[config.mk]
export PLATFORM = sky130hd
export DESIGN_NAME = updn_counter_sat
export DESIGN_NICKNAME = d
export VERILOG_FILES = /design/src/rtl/updn_counter_sat_pkg.sv /design/src/rtl/signed_step_alu.sv /design/src/rtl/updn_counter_sat.sv
export SDC_FILE = /design/constraint.sdc
export NUM_CORES = 1
export LEC_CHECK = 0
export BUFFER_PORTS_ARGS = -buffer_cell sky130_fd_sc_hd__buf_4
export CAP_MARGIN = 40
export CELL_PAD_IN_SITES_DETAIL_PLACEMENT = 0
export CELL_PAD_IN_SITES_GLOBAL_PLACEMENT = 1
export CORE_UTILIZATION = 37
export CTS_CLUSTER_DIAMETER = 50
export DETAILED_ROUTE_END_ITERATION = 10
export PLACE_DENSITY = 0.86
export SYNTH_ARGS = -nofsm -noshare
export SYNTH_HDL_FRONTEND = slang
export SYNTH_SLANG_ARGS = --single-unit
[constraint.sdc]
create_clock -name clk -period 3.4 [get_ports clk]
set_input_delay 0 -clock clk [delete_from_list [all_inputs] [get_ports clk]]
set_output_delay 0 -clock clk [all_outputs]
set_load 0.02 [all_outputs]
[src/rtl/updn_counter_sat_pkg.sv]
// Shared definitions for the signed up/down counter: range limits and the
// arithmetic mode enumeration.
package updn_counter_pkg;

    typedef enum logic {
        MODE_WRAP = 1'b0,
        MODE_SAT  = 1'b1
    } mode_e;

    function automatic int cnt_max(input int w);
        return (1 << (w - 1)) - 1;
    endfunction

    function automatic int cnt_min(input int w);
        return -(1 << (w - 1));
    endfunction

endpackage

[src/rtl/signed_step_alu.sv]
// Combinational add/subtract of a signed step with overflow detection and
// optional clamping to the W-bit signed range.
module signed_step_alu
    import updn_counter_pkg::*;
#(
    parameter int W = 3
) (
    input  logic [W-1:0] count,
    input  logic [W-1:0] b,
    input  logic         dir,
    input  mode_e        mode,
    output logic [W-1:0] result,
    output logic         of_hi,
    output logic         of_lo
);

    localparam logic [W-1:0] MAX_V = W'(cnt_max(W));
    localparam logic [W-1:0] MIN_V = W'(cnt_min(W));

    logic [W:0] count_x;
    logic [W:0] b_x;
    logic [W:0] next_increment;
    logic [W:0] next_decrement;
    logic [W:0] sum;

    // One guard bit keeps count - MIN exact, so every result fits in W+1 bits.
    assign count_x        = {count[W-1], count};
    assign b_x            = {b[W-1], b};
    assign next_increment = count_x + b_x;
    assign next_decrement = count_x - b_x;
    assign sum            = dir ? next_increment : next_decrement;

    // Guard bit disagreeing with the W-bit sign bit means the result left the range.
    assign of_hi = ~sum[W] & sum[W-1];
    assign of_lo = sum[W] & ~sum[W-1];

    always_comb begin
        result = sum[W-1:0];
        if (mode == MODE_SAT) begin
            if (of_hi) begin
                result = MAX_V;
            end else if (of_lo) begin
                result = MIN_V;
            end
        end
    end

endmodule

[src/rtl/updn_counter_sat.sv]
// Signed up/down counter with programmable step, wrap or saturate mode,
// synchronous load and per-direction overflow pulses with sticky status.
module updn_counter_sat
    import updn_counter_pkg::*;
#(
    parameter int W           = 3,
    parameter bit SAT_DEFAULT = 1'b0
) (
    input  logic                clk,
    input  logic                rst_n,
    input  logic                en,
    input  logic                up,
    input  logic                dn,
    input  logic signed [W-1:0] b,
    input  logic                load,
    input  logic signed [W-1:0] load_val,
    input  logic                sat,
    input  logic                clr_ovf,
    output logic signed [W-1:0] count,
    output logic                ovf_up,
    output logic                ovf_dn,
    output logic [1:0]          ovf_sticky
);

    localparam mode_e RESET_MODE = SAT_DEFAULT ? MODE_SAT : MODE_WRAP;

    mode_e        mode_q;
    logic         inc_cmd;
    logic         dec_cmd;
    logic         step_upd;
    logic [W-1:0] alu_result;
    logic         of_hi;
    logic         of_lo;
    logic         set_up;
    logic         set_dn;

    // Simultaneous up and dn cancel to a hold; load outranks any step.
    assign inc_cmd  = en & up & ~dn;
    assign dec_cmd  = en & dn & ~up;
    assign step_upd = ~load & (inc_cmd | dec_cmd);
    assign set_up   = step_upd & of_hi;
    assign set_dn   = step_upd & of_lo;

    signed_step_alu #(
        .W(W)
    ) u_alu (
        .count  (count),
        .b      (b),
        .dir    (inc_cmd),
        .mode   (mode_q),
        .result (alu_result),
        .of_hi  (of_hi),
        .of_lo  (of_lo)
    );

    always_ff @(posedge clk or negedge rst_n) begin
        if (!rst_n) begin
            count      <= '0;
            ovf_up     <= 1'b0;
            ovf_dn     <= 1'b0;
            ovf_sticky <= 2'b00;
            mode_q     <= RESET_MODE;
        end else begin
            mode_q <= sat ? MODE_SAT : MODE_WRAP;
            ovf_up <= set_up;
            ovf_dn <= set_dn;
            if (load) begin
                count <= load_val;
            end else if (step_upd) begin
                count <= alu_result;
            end
            // A new overflow in the clearing cycle survives the clear.
            ovf_sticky <= (clr_ovf ? 2'b00 : ovf_sticky) | {set_dn, set_up};
        end
    end

endmodule
==> results.md <==
* Main synth FF type: sky130_fd_sc_hd__dfrtp_1
* Post-synthesis area per instance at 9.859 sq um
* Wirelength, routed at 1.138 mm
* Startpoint of the worst setup timing path: count[0]
* TritonRoute pass-1 iters at 3
* Clock group share of total power at 19.7%
* Normalized max-slew margin at 68.80%
* Synthesized net count at 77
* Clock transition at the registers of the reported paths at 0.05 ns
* Cell area after placement at 737.0 sq um
* Library cells used by synthesis at 30
* Placeable core area at 1366 sq um
* Total power draw at 0.3572 mW
* P per Cell Area at 446.8 nW/um^2
* Clock Sink Count at 8
* Number of inserted diodes at 0
* Terminus of the critical flop-to-flop path: count[2]
* Cell total after placement at 92
* Instance count of the mapped netlist at 58
* Clock Tree Buf Depth at 2
* Overall fraction of global-route tracks in use at 16.40%
* Required time at the worst-slack endpoint at 3.59 ns
* Number of nets at the end of the flow at 105
* Endpoints failing hold at 0
* Post-synthesis sequential element count at 8
* # resized after CTS at 0
* Startpoint of the lowest-slack hold path: clr_ovf
* Most Used Layer, Global Route: met2
* Leakage power figure at 0.4195 nW
* Combinational share of power at 47.5%
* Met2 Usage GRT at 27.73%
* Residual DRC at 0
* Worst min-delay path endpoint: ovf_sticky[0]
* Max_cap viols at 0
* Number of primary I/O pins at 21
* Path category of the worst min-delay check: in2reg
* Buffers on Ports at 20
* Number of standard-cell rows in the floorplan at 13
* Count of endpoints failing setup in the final report at 0
* Endpoint class of the critical path: register
* Non-Filler Instances at 99
* Number of antenna violations at the first check in global routing at 0
* Width of the chip at 41.31 microns
* Die area at 1707 sq um
* Post-synthesis instance area at 571.8 sq um
* Worst flop-to-flop path startpoint: count[0]
* Number of clock buffers inserted by TritonCTS at 3
* Design Area, Final at 799.5 sq um
* Met1 capacity usage during global routing at 19.13%
* Sequential share of power at 32.8%
* Maximum fanout count along the critical path at 3
* Final worst clock skew at 0.006457 ns
* Count of nets left with antenna violations after detail routing at 0
* TritonCTS clock tree: done
* Count of final max-slew check failures at 0
* Clock period minus worst slack at 1.939 ns
* Synth-to-Final Area Change at 39.83%
* Worst Path Class, Setup: reg2reg
* Final HPWL DP at 939.8 microns
* Sw Share at 36.27%
* Worst endpoint data arrival time at 2.13 ns
* Worst hold path stage count at 3
* Routed length per placed instance at 11.49 microns
* GRT Residual Overflow at 0
* Internal power contribution at 0.2277 mW
* Gp weighted congestion at 0.7545
* DR vias/cell at 5.091
* Worst ir drop on vdd at 0.0003629 V
* Global-route track usage on met3 at 6.383%
* Power dissipated by switching net loads at 0.1296 mW
* Largest net degree at the start of global routing at 9
* Fraction of layout cells with a size suffix above 1 at 30.95%
* Synth warn at 0
* Post-placement worst setup slack at 1.253 ns
* Library cell used as clock root buffer: sky130_fd_sc_hd__clkbuf_4
* First-pass GRT wire length at 1.766 mm
* Number of DRC violations after detailed-routing iteration 0 at 7
* Outcome: finished clean
* Setup repair after global routing missed its margin: false
* Transition time of the tightest slew-check pin at 0.4647 ns
* Vias in the first global route at 432
* PnR worst setup slack at 1.461 ns
* Die Height at 41.31 microns
* Highest clock rate at 515.6 MHz
* Depth of the CTS H-tree at 1
* Setup slack of the most critical reg-to-reg path at 1.46 ns
* Total negative slack for setup checks at 0 ns
* Share of the clock period used by the worst path at 57.04%
* Starting density of the core at 41.85%
* Worst-case reg-to-reg path depth at 7
* FFs w/ async S/R, synth at 100.0%
* Clock network latency to the later pin of the worst-skew pair at 0.25 ns
* Total number of vias at 504
* Number of enable-type register cells in the synthesized netlist at 0
* Kind of start point of the critical path: register
* Sequential share of the synthesized area at 35.01%
synthesized netlist by cell type, types with 2 or more instances:
cell | n | area, sq um
sky130_fd_sc_hd__xor2_1 | 2 | 17.52
sky130_fd_sc_hd__ha_1 | 4 | 50.05
sky130_fd_sc_hd__nand2_1 | 5 | 18.77
sky130_fd_sc_hd__inv_1 | 7 | 26.28
sky130_fd_sc_hd__nor2_1 | 3 | 11.26
sky130_fd_sc_hd__nor2b_1 | 2 | 12.51
sky130_fd_sc_hd__nand3_1 | 2 | 10.01
sky130_fd_sc_hd__a21o_1 | 2 | 15.01
sky130_fd_sc_hd__dfrtp_1 | 8 | 200.2
sky130_fd_sc_hd__xnor2_1 | 2 | 17.52
sky130_fd_sc_hd__a21oi_1 | 2 | 10.01
power by group through the flow:
stage / registers (mW) / logic [mW] / clock network, mW
after floorplan: 0.132 / 0.0995 / 0
after global placement: 0.119 / 0.162 / 0
after detailed placement: 0.119 / 0.166 / 0
after CTS: 0.117 / 0.171 / 0.0730
after global routing: 0.119 / 0.187 / 0.0794
final: 0.117 / 0.170 / 0.0704
logic make-up (layout without fill, tap and decap cells):
group | count (synthesis) | after routing | synth area share (%)
adder cells (fa/ha/maj) | 5 | 5 | 12.25
XOR/XNOR | 5 | 5 | 10.07
multiplexers | 1 | 1 | 1.751
AND/OR/NAND/NOR | 16 | 16 | 16.19
buffers and inverters | 8 | 34 | 5.252
AO/OA/AOI/OAI | 15 | 15 | 19.48
flip-flops | 8 | 8 | 35.01
per-stage QoR:
stage	utilization (%)	hold slack (ns)
global placement	53.94	-0.1781
finish	58.52	0.03427
floorplan	-	-0.2956
global route	58.52	0.03506
CTS	58.52	0.03324
detailed placement	53.94	-0.1770
cell usage in the layout (no fill, tap or decap), drive strengths merged, types with 3 or more instances in the layout:
master,Yosys,routed
a21oi,3,3
nand2,5,5
ha,4,4
nor2,3,3
clkbuf,1,3
dfrtp,8,8
inv,7,7
dlygate4sd3,0,4
buf,0,20
critical path: stages, from the launching register on:
cell,delay (ns)
sky130_fd_sc_hd__dfrtp_1,0.37
sky130_fd_sc_hd__ha_1,0.18
sky130_fd_sc_hd__inv_1,0.05
sky130_fd_sc_hd__fa_1,0.40
sky130_fd_sc_hd__xnor2_1,0.41
sky130_fd_sc_hd__nor3_1,0.10
sky130_fd_sc_hd__o31ai_1,0.21
sky130_fd_sc_hd__o21a_1,0.15
registers in the layout, summed over array words and instances (netlist names):
register / count
count: 3
ovf_sticky: 2
mode_q: 1
ovf_dn: 1
ovf_up: 1
timing repair:
| action | CTS | global route |
|---|---|---|
| buffers inserted | 0 | 0 |
| hold buffers | 4 | 0 |
| hold endpoints to repair | 11 | 0 |
how the worst max path moves through the flow:
| stage | to | slack [ns] | cells past startpoint |
|---|---|---|---|
| floorplan | count[2] | 1.52 | 7 |
| global placement | count[1] | 1.30 | 9 |
| detailed placement | count[2] | 1.25 | 9 |
| CTS | count[2] | 1.44 | 7 |
| global route | count[2] | 1.29 | 7 |
| finish | count[2] | 1.46 | 7 |
final cells by class:
type	instances	area, sq um
clock buffers	3	22.52
fillers	131	566.8
inverters	7	26.28
multi-input cells	42	341.6
flip-flops and latches	8	200.2
well taps	15	18.77
repair buffers	24	190.2
layer usage:
| metal | part of all wire, % | vias to the layer above | wire length, microns |
|---|---|---|---|
| li1 | - | 254 | - |
| met1 | 44 | 240 | 502 |
| met2 | 51 | 10 | 582 |
| met3 | 4.7 | 0 | 53 |
| met4 | 0 | 0 | 0 |
| met5 | 0 | - | 0 |
Note: power is estimated with default switching activity, not from simulation.
